<file path="src/rtl/fetch_sequencer_if.sv">
// Fetch bus bundle: decode requests, memory byte port and instruction register
// load port. The master side is the fetch sequencer.
interface fetch_sequencer_if;
    logic        fetch_req;
    logic        branch;
    logic [15:0] branch_addr;
    logic [7:0]  mem_data;
    logic        mem_ready;
    logic        inst_ack;
    logic [15:0] mem_addr;
    logic        mem_rd;
    logic [7:0]  ir_i;
    logic        ir_write;
    logic        ir_lh;
    logic [15:0] pc;
    logic        inst_valid;
    logic        busy;

    modport master (
        input  fetch_req, branch, branch_addr, mem_data, mem_ready, inst_ack,
        output mem_addr, mem_rd, ir_i, ir_write, ir_lh, pc, inst_valid, busy
    );

    modport slave (
        output fetch_req, branch, branch_addr, mem_data, mem_ready, inst_ack,
        input  mem_addr, mem_rd, ir_i, ir_write, ir_lh, pc, inst_valid, busy
    );
endinterface

</file>
<file path="src/rtl/fetch_sequencer.sv">
// Instruction fetch sequencer: walks the PC through byte-wide memory, loads the
// 16-bit instruction register LSB first, then hands the word to decode.
//
// state    | meaning
// ---------+-------------------------------------------------------------
// IDLE     | no fetch pending; a branch only reloads the PC
// FETCH_L  | reading the low byte at PC (lower address)
// FETCH_H  | reading the high byte at PC
// VALID    | instruction register complete, waiting for decode to ack
module fetch_sequencer #(
    parameter logic [15:0] RESET_VEC = 16'h0000
) (
    input  logic             i_clk,
    input  logic             i_rst_n,
    fetch_sequencer_if.master fetch
);

    typedef enum logic [1:0] {
        ST_IDLE    = 2'd0,
        ST_FETCH_L = 2'd1,
        ST_FETCH_H = 2'd2,
        ST_VALID   = 2'd3
    } state_t;

    state_t      r_state;
    state_t      w_state_nxt;
    logic [15:0] r_pc;
    logic [15:0] w_pc_nxt;
    logic        w_fetching;

    // State and PC registers; reset is asynchronous so outputs clear at once.
    always_ff @(posedge i_clk or negedge i_rst_n) begin
        if (!i_rst_n) begin
            r_state <= ST_IDLE;
            r_pc    <= RESET_VEC;
        end else begin
            r_state <= w_state_nxt;
            r_pc    <= w_pc_nxt;
        end
    end

    // Next state and PC; branch outranks every other request in every state.
    always_comb begin
        w_state_nxt = r_state;
        w_pc_nxt    = r_pc;
        case (r_state)
            ST_IDLE: begin
                if (fetch.branch) begin
                    w_pc_nxt = fetch.branch_addr;
                end else if (fetch.fetch_req) begin
                    w_state_nxt = ST_FETCH_L;
                end
            end
            ST_FETCH_L: begin
                if (fetch.branch) begin
                    w_pc_nxt    = fetch.branch_addr;
                    w_state_nxt = ST_FETCH_L;
                end else if (fetch.mem_ready) begin
                    w_pc_nxt    = r_pc + 16'd1;
                    w_state_nxt = ST_FETCH_H;
                end
            end
            ST_FETCH_H: begin
                // A branch here throws away the low byte already loaded.
                if (fetch.branch) begin
                    w_pc_nxt    = fetch.branch_addr;
                    w_state_nxt = ST_FETCH_L;
                end else if (fetch.mem_ready) begin
                    w_pc_nxt    = r_pc + 16'd1;
                    w_state_nxt = ST_VALID;
                end
            end
            ST_VALID: begin
                if (fetch.branch) begin
                    w_pc_nxt    = fetch.branch_addr;
                    w_state_nxt = ST_IDLE;
                end else if (fetch.inst_ack) begin
                    w_state_nxt = fetch.fetch_req ? ST_FETCH_L : ST_IDLE;
                end
            end
            default: begin
                w_state_nxt = ST_IDLE;
            end
        endcase
    end

    // Outputs decoded from state and live inputs; no IR write outside fetch states.
    always_comb begin
        w_fetching       = (r_state == ST_FETCH_L) || (r_state == ST_FETCH_H);
        fetch.mem_addr   = r_pc;
        fetch.pc         = r_pc;
        fetch.mem_rd     = w_fetching;
        fetch.busy       = w_fetching;
        fetch.ir_i       = fetch.mem_data;
        fetch.ir_lh      = (r_state == ST_FETCH_H);
        fetch.ir_write   = fetch.mem_ready & ~fetch.branch & w_fetching;
        fetch.inst_valid = (r_state == ST_VALID);
    end

endmodule
</file>
<file path="src/flat_wrapper.sv">
// flat-port wrapper written by rule: the top's interface ports become plain ports
module fetch_sequencer_flat 
#(
    parameter logic [15:0] RESET_VEC = 16'h0000
)
  (i_clk, i_rst_n, fetch_fetch_req, fetch_branch, fetch_branch_addr, fetch_mem_data, fetch_mem_ready, fetch_inst_ack, fetch_mem_addr, fetch_mem_rd, fetch_ir_i, fetch_ir_write, fetch_ir_lh, fetch_pc, fetch_inst_valid, fetch_busy);
  fetch_sequencer_if fetch_i ();
  input  logic i_clk;
  input  logic i_rst_n;
  input wire logic [$bits(fetch_i.fetch_req)-1:0] fetch_fetch_req;
  input wire logic [$bits(fetch_i.branch)-1:0] fetch_branch;
  input wire logic [$bits(fetch_i.branch_addr)-1:0] fetch_branch_addr;
  input wire logic [$bits(fetch_i.mem_data)-1:0] fetch_mem_data;
  input wire logic [$bits(fetch_i.mem_ready)-1:0] fetch_mem_ready;
  input wire logic [$bits(fetch_i.inst_ack)-1:0] fetch_inst_ack;
  output wire logic [$bits(fetch_i.mem_addr)-1:0] fetch_mem_addr;
  output wire logic [$bits(fetch_i.mem_rd)-1:0] fetch_mem_rd;
  output wire logic [$bits(fetch_i.ir_i)-1:0] fetch_ir_i;
  output wire logic [$bits(fetch_i.ir_write)-1:0] fetch_ir_write;
  output wire logic [$bits(fetch_i.ir_lh)-1:0] fetch_ir_lh;
  output wire logic [$bits(fetch_i.pc)-1:0] fetch_pc;
  output wire logic [$bits(fetch_i.inst_valid)-1:0] fetch_inst_valid;
  output wire logic [$bits(fetch_i.busy)-1:0] fetch_busy;
  assign fetch_i.fetch_req = fetch_fetch_req;
  assign fetch_i.branch = fetch_branch;
  assign fetch_i.branch_addr = fetch_branch_addr;
  assign fetch_i.mem_data = fetch_mem_data;
  assign fetch_i.mem_ready = fetch_mem_ready;
  assign fetch_i.inst_ack = fetch_inst_ack;
  assign fetch_mem_addr = fetch_i.mem_addr;
  assign fetch_mem_rd = fetch_i.mem_rd;
  assign fetch_ir_i = fetch_i.ir_i;
  assign fetch_ir_write = fetch_i.ir_write;
  assign fetch_ir_lh = fetch_i.ir_lh;
  assign fetch_pc = fetch_i.pc;
  assign fetch_inst_valid = fetch_i.inst_valid;
  assign fetch_busy = fetch_i.busy;
  fetch_sequencer #(.RESET_VEC(RESET_VEC)) u_core (.i_clk(i_clk), .i_rst_n(i_rst_n), .fetch(fetch_i));
endmodule
</file>
<file path="config.mk">
export PLATFORM = sky130hd
export DESIGN_NAME = fetch_sequencer_flat
export DESIGN_NICKNAME = d
export VERILOG_FILES = /design/src/rtl/fetch_sequencer_if.sv /design/src/rtl/fetch_sequencer.sv /design/src/flat_wrapper.sv
export SDC_FILE = /design/constraint.sdc
export NUM_CORES = 1
export LEC_CHECK = 0
export BUFFER_PORTS_ARGS = -buffer_cell sky130_fd_sc_hd__buf_2
export CAP_MARGIN = 20
export CORE_MARGIN = 2
export CORE_UTILIZATION = 47
export CTS_CLUSTER_DIAMETER = 50
export CTS_CLUSTER_SIZE = 40
export DETAILED_ROUTE_END_ITERATION = 10
export PLACE_DENSITY = 0.85
export REMOVE_ABC_BUFFERS = 1
export SYNTH_ARGS = -nofsm -noshare
export SYNTH_HDL_FRONTEND = slang
export SYNTH_SLANG_ARGS = --single-unit
</file>
<file path="constraint.sdc">
create_clock -name i_clk -period 4.2 [get_ports i_clk]
set_clock_uncertainty 0.15 [all_clocks]
set_input_delay 0.21 -clock i_clk [delete_from_list [all_inputs] [get_ports i_clk]]
set_output_delay 0.21 -clock i_clk [all_outputs]
set_load 0.03 [all_outputs]
</file>
After elaboration in Yosys (flattened, before gate mapping)
Index checks and enable logic that the tools add are counted.
W data, S select, Z words.
- register bits after elaboration: 18
- bits in latches: 0
- memory bits (writable): 0
- ROM bits: 0
- bits of input ports: 30
- output and inout port bits: 45
- logic and storage cells: 36
- memories: 0
- $add $sub $neg: 1
- multipliers: 0
- div/mod/pow operators: 0
- magnitude comparators: 0
- equality and inequality tests: 10
- shift operators: 0
- muxes and demuxes: 14
- bitwise gates (word level): 3
- reductions and logical operators: 6
- operator list (cell ; number):
    $mux W16 ; 3
    $pmux W16 S2 ; 1
    $add A16 B1 Y16 const B ; 1
    $mux W2 ; 8
    $ne A3 B3 Y1 const B ; 3
    $pmux W2 S4 ; 1
    $reduce_and A5 Y1 ; 1
    $eq A2 B2 Y1 const B ; 2
    $ne A2 B2 Y1 const B ; 2
    $reduce_or A2 Y1 ; 2
    $ne A3 B1 Y1 const B ; 1
    $and A1 B1 Y1 ; 2
    $eq A2 B1 Y1 const B ; 1
    $logic_not A2 Y1 ; 1
    $ne A2 B1 Y1 const B ; 1
    $reduce_and A2 Y1 ; 1
    $logic_or A1 B1 Y1 ; 1
    $mux W1 ; 1
    $not A1 Y1 ; 1

Depth between registers and ports, before layout
Gate-level depths: netlist (run 1).
- word-level depth: 4
- depth in mapped cells: 6

Worst setup path before layout (run 1)
OpenSTA, ideal clock, no wires.
- kind: register to register
- from: reg u_core.r_state[1]
- to: reg u_core.r_pc[14], in the netlist u_core.fetch.mem_addr[14]
- data arrival time: 1867 ps
- data required time: 3926 ps
- slack: 2059 ps
- cell stages (with the launch flop): 7
- buffers on the path: 0
- path through: dfrtp_1 -> inv_1 -> ha_1 -> and3_1 -> nand2_1 -> o31a_1 -> o31a_1
- longest elaborated chain between the ends: 4
- elaborated cells on any way between the ends: 10
- those cells by class: eq/ne: 5; mux: 1; reduce/logical: 4
- ends and longest elaborated chain (what ; line ; RTL):
    from (decl) ; fetch_sequencer.sv:25 ; state_t r_state;
    from (signal assigned) ; fetch_sequencer.sv:37 ; r_state <= w_state_nxt;
    $eq A2 B2 Y1 (tied with other cells) ; fetch_sequencer.sv:46 ; case (r_state)
    $reduce_or A2 Y1 (no line) ; - ;
    $ne A3 B1 Y1 (no line) or $ne A2 B1 Y1 (tied branches) ; - ;
    $reduce_and A2 Y1 (no line) ; - ;
    to (signal assigned) ; fetch_sequencer.sv:38 ; r_pc <= w_pc_nxt;
    to (decl) ; fetch_sequencer.sv:27 ; logic [15:0] r_pc;
Several ways; a longest one is shown, not always the timed one.
A chain may end at the register's enable or synchronous reset.

Worst setup path after layout (run 1)
- from: reg u_core.r_state[1]
- to: reg u_core.r_pc[11], in the netlist u_core.fetch.mem_addr[11]
Same word-level chain as after synthesis.

==> results_dict.tcl, run 1 <==
set metrics [dict create \
    end_kind "flop" \
    drtIter0Drc 16 \
    vias 1149 \
    utilization 0.624 \
    cts_sinks 18 \
    gr-total-overflow 0 \
    antenna_found_initial 0 \
    worstHoldStart "fetch_branch_addr[15]" \
    cts_tree "built" \
    cap_violations 0 \
    syn_area_um2 1280 \
    place.gp.congestion 0.760 \
    numCtsBuffers 3 \
    dr.pass1.iters 4 \
    power_leakage_uw 0.000761 \
    ant_nets 0 \
    clk_path_buf_depth 2 \
    ys_seq_elements 18 \
    setup_violations 0 \
    yosys_warnings 0 \
    synth_cell_type_count 28 \
    synth_edf_count 0 \
    drcViolationCount 0 \
    worst_hold_slack_ns 0.00437 \
    die_w_um 56.2 \
    r2r-end "u_core.fetch.mem_addr[11]" \
    yosysSeqAreaShare 0.352 \
    initial_core_util 0.508 \
    finalHoldViolations 0 \
    critPathSlowestCell "nor4_1" \
    layout_common_cells "58 x buf_2, 18 x nand2_1, 18 x dfrtp_1, 14 x o21ai_0, 14 x dlygate4sd3_1" \
    ir_drop_mv 0.327 \
    dp_hpwl_um 2030 \
    grtUsageTotal 0.196 \
    path_clk_slew_ns 0.10 \
    min_period_ns 2.12 \
    dieHeight_um 56.2 \
    rr_worst_depth 6 \
    wl_per_cell_um 13.1 \
    slew_headroom 0.671 \
    clockRootBuffer "clkbuf_4" \
    worstPathArrival_ns 2.14 \
    cp_cell_sequence "inv_1 > ha_1 > nand4_1 > nor4_1 > xnor2_1 > o21ai_0" \
    drive_above_1_share 0.335 \
    htreeDepth 1 \
    final_common_cell "buf_2" \
    rows 18 \
    power.density_nw_per_um2 439 \
    grt_pass1_vias 1127 \
    syn_inst 147 \
    max_stage_delay_ns 0.47 \
    worstHoldPathType "input pin to flop" \
    worst-setup-path-type "flop to flop" \
    die_area_um2 3160 \
    min_period_over_period 0.505 \
    startpoint_type "flop" \
    reg2reg_slack_ns 2.08 \
    hold_depth 3 \
    io_pins 75 \
    outcome "finished clean" \
    avgSynthCellArea_um2 8.72 \
    fmax_mhz 471 \
    n_antenna_cell 0 \
    synthToLayoutAreaGrowth_pct 22.8 \
    coreArea_um2 2520 \
    numPortBuffers 58 \
    synth-main-ff-cell "dfrtp_1" \
    async_flop_share 1.00 \
    wirelength_um 2930 \
    worstMarginPinSlew_ns 0.493 \
    cp_max_fo 6 \
    worstSkewPairLatency_ns 0.30 \
    via_per_inst 5.13 \
    finalMaxSlewViolations 0 \
    fin_setup_tns_ns 0 \
    rsz0062_at_grt "no" \
    power_uw 691 \
    required_ns 4.22 \
    grt_max_degree 34 \
    grt_pass1_wl_um 4890 \
    r2r_start "u_core.r_state[1]" \
    finalNetCount 232 \
    hold_end "u_core.fetch.mem_addr[15]" \
]
## cells by family after synthesis
| group | count (synthesis) | share of synthesized area |
|---|---|---|
| AO/OA/AOI/OAI | 24 | 0.115 |
| XOR/XNOR | 11 | 0.0752 |
| adder cells (fa/ha/maj) | 6 | 0.0586 |
| buffers and inverters | 35 | 0.176 |
| flip-flops | 18 | 0.352 |
| multiplexers | 2 | 0.0156 |
| AND/OR/NAND/NOR | 51 | 0.208 |
## worst max-delay path, delay by kind of cell (launching register included)
| family | cells | cell delay, ns |
|---|---|---|
| AO/OA/AOI/OAI | 1 | 0.09 |
| flip-flops | 1 | 0.40 |
| AND/OR/NAND/NOR | 2 | 0.73 |
| adder cells (fa/ha/maj) | 1 | 0.35 |
| XOR/XNOR | 1 | 0.17 |
| buffers and inverters | 1 | 0.09 |
## where the power goes
| part | total [uW] | internal (uW) | switching (uW) |
|---|---|---|---|
| sequential | 240 | 202 | 38.7 |
| clock | 87.7 | 33.4 | 54.3 |
| combinational | 363 | 119 | 244 |
## flip-flops by register name, indices dropped and copies added (netlist names)
name / count
u_core.r_state: 2
u_core.fetch.mem_addr: 16
## how the worst max path moves through the flow
stage | endpoint | from | cells after the start | slack, ns
after floorplan | u_core.fetch.mem_addr[14] | u_core.r_state[1] | 6 | 1.86
after global placement | u_core.fetch.mem_addr[14] | u_core.r_state[1] | 6 | 2.22
after detailed placement | u_core.fetch.mem_addr[11] | u_core.r_state[1] | 6 | 2.07
after CTS | u_core.fetch.mem_addr[11] | u_core.r_state[1] | 6 | 2.08
after global routing | u_core.fetch.mem_addr[11] | u_core.r_state[0] | 6 | 1.93
final | u_core.fetch.mem_addr[11] | u_core.r_state[1] | 6 | 2.08
## final cells by class
| cell class | instances | area [um2] |
|---|---|---|
| well taps | 30 | 37.5 |
| repair buffers | 72 | 430 |
| multi-input cells | 94 | 606 |
| clock buffers | 3 | 22.5 |
| flip-flops and latches | 18 | 450 |
| inverters | 7 | 26.3 |
| fillers | 227 | 950 |
## repair_timing
item	4_1_cts	5_1_grt
gates resized for setup	0	0
endpoints found under the setup margin	0	0
hold endpoints to repair	31	0
hold buffers	14	0
buffers inserted	0	0
## metal layers
metal,wire (um),vias up,GRT usage,part of all wire
li1,-,578,-,-
met1,1260,509,0.230,0.43
met2,1410,54,0.329,0.48
met3,200,8,0.0605,0.068
met4,57,0,0.0850,0.019
met5,0,-,0,0
## cell usage after synthesis, types with 3 or more instances
cell	count	area (um2)
nor3_1	4	20.0
nor2_1	6	22.5
buf_4	25	188
nand3_1	7	35.0
clkbuf_1	3	11.3
o21ai_0	14	70.1
nand2_1	18	67.6
inv_1	7	26.3
and3_1	3	18.8
nand4_1	3	18.8
xnor2_1	8	70.1
xor2_1	3	26.3
ha_1	6	75.1
dfrtp_1	18	450
nor4_1	3	18.8
## metrics by stage
| stage | std cells | setup WS [ns] | cell area [um2] |
|---|---|---|---|
| floorplan | 119 | 1.86 | 1080 |
| global placement | 207 | 2.22 | 1410 |
| detailed placement | 207 | 2.07 | 1410 |
| CTS | 224 | 2.08 | 1570 |
| global route | 224 | 1.93 | 1570 |
| finish | 224 | 2.08 | 1570 |
Note: power is estimated with default switching activity, not from simulation.
==> inputs of run 2 (changes only) <==
Settings changed: CORE_UTILIZATION 47 to 43, PLACE_DENSITY 0.85 to 0.79.
Clock period 4.2 ns to 2 ns, I/O delays scaled along.
==> run 2 against run 1 <==
  * The flow now finishes with violations (DRC)
  * Clock power grew to 2.6 times the previous value
  * Hold slack better by 0.031 ns
  * Sequential power is 110% higher
  * Sequential share of layout area is 1.7 points lower
  * Worst setup slack worse by 2.0 ns
  * Critical path depth stayed put
  * Fmax is 13% higher
  * Sequential cell count stayed put
  * First-iteration DRC count is 81% higher
  * Critical path type unchanged
  * Largest power group unchanged
  * Highest routed layer unchanged
==> results_dict.tcl, run 2 (synthesis results as in run 1) <==
set metrics [dict create \
    initial_core_util 0.457 \
    grt_max_degree 29 \
    worstMarginPinSlew_ns 0.411 \
    cap_violations 0 \
    rsz0062_at_grt "no" \
    final_common_cell "buf_2" \
    max_stage_delay_ns 0.38 \
    worstPathArrival_ns 1.92 \
    ant_nets 0 \
    fmax_mhz 533 \
    die_w_um 58.6 \
    path_clk_slew_ns 0.11 \
    outcome "complete, but fails checks" \
    failed_checks "DRC" \
    end_kind "flop" \
    wirelength_um 3380 \
    die_area_um2 3430 \
    fin_setup_tns_ns 0 \
    grt_pass1_wl_um 5210 \
    cp_cell_sequence "inv_1 > ha_4 > and3_1 > nand2_1 > o31a_1 > o31a_1" \
    final.fill_count 253 \
    clk_path_buf_depth 2 \
    drtIter0Drc 29 \
    finalMaxSlewViolations 0 \
    startpoint_type "flop" \
    required_ns 2.05 \
    min_period_ns 1.88 \
    finalHoldViolations 0 \
    numCtsBuffers 3 \
    io_pins 75 \
    synthToLayoutAreaGrowth_pct 30.4 \
    power_leakage_uw 0.000807 \
    drive_above_1_share 0.360 \
    vias 1278 \
    n_antenna_cell 0 \
    drcViolationCount 2 \
    r2r_start "u_core.r_state[0]" \
    wl_per_cell_um 14.4 \
    layout_common_cells "58 x buf_2, 18 x nand2_1, 18 x dfrtp_1, 17 x dlygate4sd3_1, 14 x o21ai_0" \
    place.gp.congestion 0.774 \
    dieHeight_um 58.6 \
    largest_register_ffs 16 \
    worstHoldStart "fetch_branch" \
    finalNetCount 240 \
    grtUsageTotal 0.202 \
    numPortBuffers 58 \
    worstHoldPathType "input pin to flop" \
    power.density_nw_per_um2 956 \
    cts_tree "built" \
    crit_start "u_core.r_state[0]" \
    path_common_cell "o31a_1" \
    cp_max_fo 6 \
    critPathSlowestCell "dfrtp_1" \
    ir_drop_mv 0.636 \
    htreeDepth 1 \
    antenna_found_initial 0 \
    setup_violations 0 \
    coreArea_um2 2810 \
    dr.pass1.iters 7 \
    gr-total-overflow 0 \
    min_period_over_period 0.938 \
    via_per_inst 5.46 \
    rows 19 \
    clockRootBuffer "clkbuf_4" \
    utilization 0.595 \
    worst-setup-path-type "flop to flop" \
    worstSkewPairLatency_ns 0.30 \
    dp_hpwl_um 2290 \
    slew_headroom 0.726 \
    grt_pass1_vias 1168 \
    cts_sinks 18 \
]
-- run 2: routing by layer --
metal	share of wire	vias to the layer above	global-route usage	wire length, um
li1	-	595	-	-
met1	0.37	594	0.229	1250
met2	0.51	81	0.358	1730
met3	0.10	8	0.0725	341
met4	0.017	0	0.0584	59
met5	0	-	0	0
-- run 2: what timing repair did --
item	in CTS	in global routing
gates resized for setup	0	3
hold buffers	17	0
endpoints found under the hold margin	34	0
setup buffers	0	1
endpoints found under the setup margin	0	6
-- run 2: worst max-delay path, delay by kind of cell, from the launching register on --
family	cells	cell delay, ns
compound gates	2	0.57
flops	1	0.38
simple gates	2	0.30
fa+ha+maj	1	0.29
buf+inv	1	0.09
-- run 2: area by class of cell --
cell class	count	area (um2)	share of cell area
timing repair buffer	80	498	0.298
tap	31	38.8	0.0232
clock buffer	4	36.3	0.0217
sequential	18	450	0.270
inverter	7	26.3	0.0157
multi-input combinational	94	621	0.372
-- run 2: power by group --
part / switching [uW] / total, uW / leakage, uW / internal, uW
Sequential: 78.7 / 502 / 0.000216 / 423
Clock: 118 / 229 / 0.0000210 / 111
Combinational: 546 / 865 / 0.000570 / 318
-- run 2: through the flow --
step	worst slack (ns)	cells	power [uW]	hold slack [ns]	instance area, um2
2_1_floorplan	-0.339	119	1030	-0.346	1080
3_3_place_gp	0.142	212	1280	-0.102	1440
3_5_place_dp	0.0812	212	1300	-0.0975	1440
4_1_cts	0.0484	233	1550	0.0320	1650
5_1_grt	0.0131	234	1690	0.0385	1670
6_report	0.124	234	1600	0.0357	1670
-- run 2: final timing paths --
kind / to / slack, ns / depth (start not counted)
worst max register to register: u_core.fetch.mem_addr[14] / 0.12 / 6
min in group asynchronous: u_core.fetch.mem_addr[14] / 0.10 / 2
worst max-delay path: u_core.fetch.mem_addr[14] / 0.12 / 6
max in group asynchronous: u_core.fetch.mem_addr[6] / 1.31 / 2
worst min-delay path: u_core.fetch.mem_addr[12] / 0.04 / 3
worst min register to register: u_core.fetch.mem_addr[15] / 0.48 / 3
==> inputs of run 3 (changes only) <==
Settings changed: ABC_AREA from default to 1, CAP_MARGIN 20 to default, CORE_UTILIZATION 43 to 46, PLACE_DENSITY 0.79 to 0.8.
==> run 3 against run 2 <==
  * The flow now finishes without violations
  * Worst setup slack better by 0.081 ns
  * Clock-buffer cell count down 1
  * First-iteration DRC count grew 66%
  * Fmax is 4.5% higher
  * Synthesized cell count up 50%
  * Hold slack got worse by 0.0057 ns
  * Combinational power up 85%
  * Synthesized area is 20% higher
  * Largest cell class unchanged
  * Critical endpoint is now u_core.fetch.mem_addr[4]
  * Via count increased by 23%
  * Clock power decreased by 17%
  * Global-route usage is 0.31 points higher
  * Sequential cell count is the same
==> results_dict.tcl, run 3 <==
set metrics [dict create \
    cts_tree "built" \
    yosys.area.top_type_share 0.294 \
    worstPathArrival_ns 1.88 \
    synthToLayoutAreaGrowth_pct 21.4 \
    clk_path_buf_depth 2 \
    synthSimpleGateAreaFrac 0.358 \
    synth.most_common_cell "nand2_1" \
    die_w_um 61.7 \
    end_kind "flop" \
    synth-main-ff-cell "dfrtp_1" \
    startpoint_type "flop" \
    wirelength_um 3870 \
    multi_input_area_um2 778 \
    yosys_warnings 0 \
    power.density_nw_per_um2 1310 \
    swShare 0.576 \
    gr-total-overflow 0 \
    finalNetCount 309 \
    sequentialPowerShare 0.267 \
    layout_common_cells "58 x buf_2, 45 x nand2_1, 35 x nor2_1, 23 x nand3_1, 18 x dfrtp_1" \
    critPathSlowestCell "dfrtp_1" \
    grt_pass1_wl_um 5930 \
    fmax_mhz 557 \
    numPortBuffers 58 \
    post-place-cells 295 \
    clockRootBuffer "clkbuf_4" \
    slew_headroom 0.715 \
    synth_mux_area_frac 0 \
    comb_power_share 0.655 \
    final_common_cell "buf_2" \
    synth_top_area_cell "dfrtp_1" \
    grt_max_degree 19 \
    worst-setup-path-type "flop to flop" \
    cap_violations 0 \
    max_stage_delay_ns 0.41 \
    drive_above_1_share 0.284 \
    largest_register_ffs 16 \
    synthXorXnorAreaFrac 0 \
    p_switching_uw 1410 \
    grtUsageTotal 0.206 \
    regArea_um2 450 \
    outcome "finished clean" \
    via_per_inst 5.00 \
    initial_core_util 0.494 \
    dp_hpwl_um 2830 \
    dr.pass1.iters 4 \
    setup_violations 0 \
    crit_family "buffers and inverters" \
    min_period_ns 1.79 \
    min_period_over_period 0.897 \
    worstMarginPinSlew_ns 0.427 \
    rows 20 \
    stdcell_count 315 \
    rr_worst_depth 7 \
    synth_cell_type_count 26 \
    io_pins 75 \
    clock_power_share 0.078 \
    ant_nets 0 \
    finalMaxSlewViolations 0 \
    synth_top_family_by_area "simple AND/OR/NAND/NOR gates" \
    synth_compound_area_frac 0.0922 \
    worstHoldPathType "input pin to flop" \
    fin_setup_tns_ns 0 \
    ir_drop_mv 0.626 \
    final.fill_count 309 \
    place.gp.congestion 0.894 \
    drcViolationCount 0 \
    cp_cell_sequence "inv_1 > ha_4 > nand2_2 > nand2_2 > inv_1 > o22ai_1 > a21oi_1" \
    die_area_um2 3810 \
    antenna_found_initial 0 \
    grt_pass1_vias 1349 \
    wl_per_cell_um 12.3 \
    synth_adder_area_share 0.0490 \
    yosysSeqAreaShare 0.294 \
    synth_edf_count 0 \
    numCtsBuffers 3 \
    worstHoldStart "fetch_fetch_req" \
    yosys-top-cells-area "dfrtp_1 29%, buf_4 12%, nand2_1 11%, nor2_1 8.6%, nand3_1 7.5%" \
    n_antenna_cell 0 \
    vias 1575 \
    hold_end "u_core.r_state[0]" \
    post_cts_buffers 0 \
    ys_seq_elements 18 \
    required_ns 2.08 \
    coreArea_um2 3100 \
    rsz0062_at_grt "no" \
    syn_inst 221 \
    reg2reg_slack_ns 0.21 \
    syn_area_um2 1530 \
    drtIter0Drc 48 \
    worstSkewPairLatency_ns 0.30 \
    path_clk_slew_ns 0.11 \
    hold_depth 5 \
    cp_max_fo 12 \
    cts_sinks 18 \
    r2r_start "u_core.r_state[0]" \
    r2r-end "u_core.fetch.mem_addr[4]" \
    async_flop_share 1.00 \
    cp_num_buf_inv 2 \
    worst_hold_slack_ns 0.0300 \
    avgSynthCellArea_um2 6.94 \
    synthTopCellsByCount "45 x nand2_1, 35 x nor2_1, 25 x buf_4, 23 x nand3_1, 18 x dfrtp_1" \
    htreeDepth 1 \
    intPower_uw 1040 \
    finalHoldViolations 0 \
    dieHeight_um 61.7 \
    power_leakage_uw 0.000938 \
]
## run 3: final cells by class
type	count	area share
Inverter	19	0.0424
Multi-Input combinational cell	154	0.418
Sequential cell	18	0.242
Clock buffer	3	0.0121
Timing Repair Buffer	77	0.256
Tap cell	44	0.0296
## run 3: kinds of logic (layout without fill, tap and decap cells)
family	Yosys count	count (layout)
compound gates	26	26
simple gates	122	122
fa+ha+maj	6	6
flops	18	18
buf+inv	49	99
## run 3: worst max path at each step
stage / start / to / slack (ns) / cells past startpoint
floorplan: u_core.r_state[0] / u_core.fetch.mem_addr[1] / -0.10 / 7
detailed placement: u_core.r_state[1] / u_core.fetch.mem_addr[9] / 0.18 / 10
global placement: u_core.r_state[1] / u_core.fetch.mem_addr[11] / 0.25 / 8
CTS: u_core.r_state[1] / u_core.fetch.mem_addr[9] / 0.16 / 10
finish: u_core.r_state[0] / u_core.fetch.mem_addr[4] / 0.21 / 7
global route: u_core.r_state[1] / u_core.fetch.mem_addr[9] / 0.02 / 10
## run 3: tightest hold or removal path: cells and delay by family
kind | cells | cell delay, ns
buffers and inverters | 1 | 0.09
AOI/OAI and AO/OA | 1 | 0.07
and+or+nand+nor | 3 | 0.18
## run 3: power groups by stage
stage               clock, uW  combinational [uW]  sequential, uW
floorplan                   0                 709            1020
global placement            0                1530             646
detailed placement          0                1540             655
CTS                       195                1570             647
global route              206                1750             669
finish                    190                1600             651
## run 3: metrics by stage
stage / cell area (um2) / utilization / power (uW) / setup WS [ns]
after global routing: 1860 / 0.600 / 2620 / 0.0155
after detailed placement: 1660 / 0.533 / 2190 / 0.180
after floorplan: 1290 / - / 1730 / -0.101
final: 1860 / 0.600 / 2440 / 0.206
after global placement: 1660 / 0.533 / 2170 / 0.250
after CTS: 1850 / 0.596 / 2410 / 0.163
## run 3: routing by layer
| layer | up-vias | GRT usage | wire length [um] |
|---|---|---|---|
| li1 | 798 | - | - |
| met1 | 709 | 0.260 | 1700 |
| met2 | 63 | 0.356 | 1900 |
| met3 | 5 | 0.0311 | 220 |
| met4 | 0 | 0.0729 | 51 |
| met5 | - | 0 | 0 |
## run 3: what timing repair did
action                                  in CTS  in global routing
resized for setup                            0                  1
hold endpoints to repair                    34                  0
endpoints found under the setup margin       0                  1
hold buffers                                17                  0
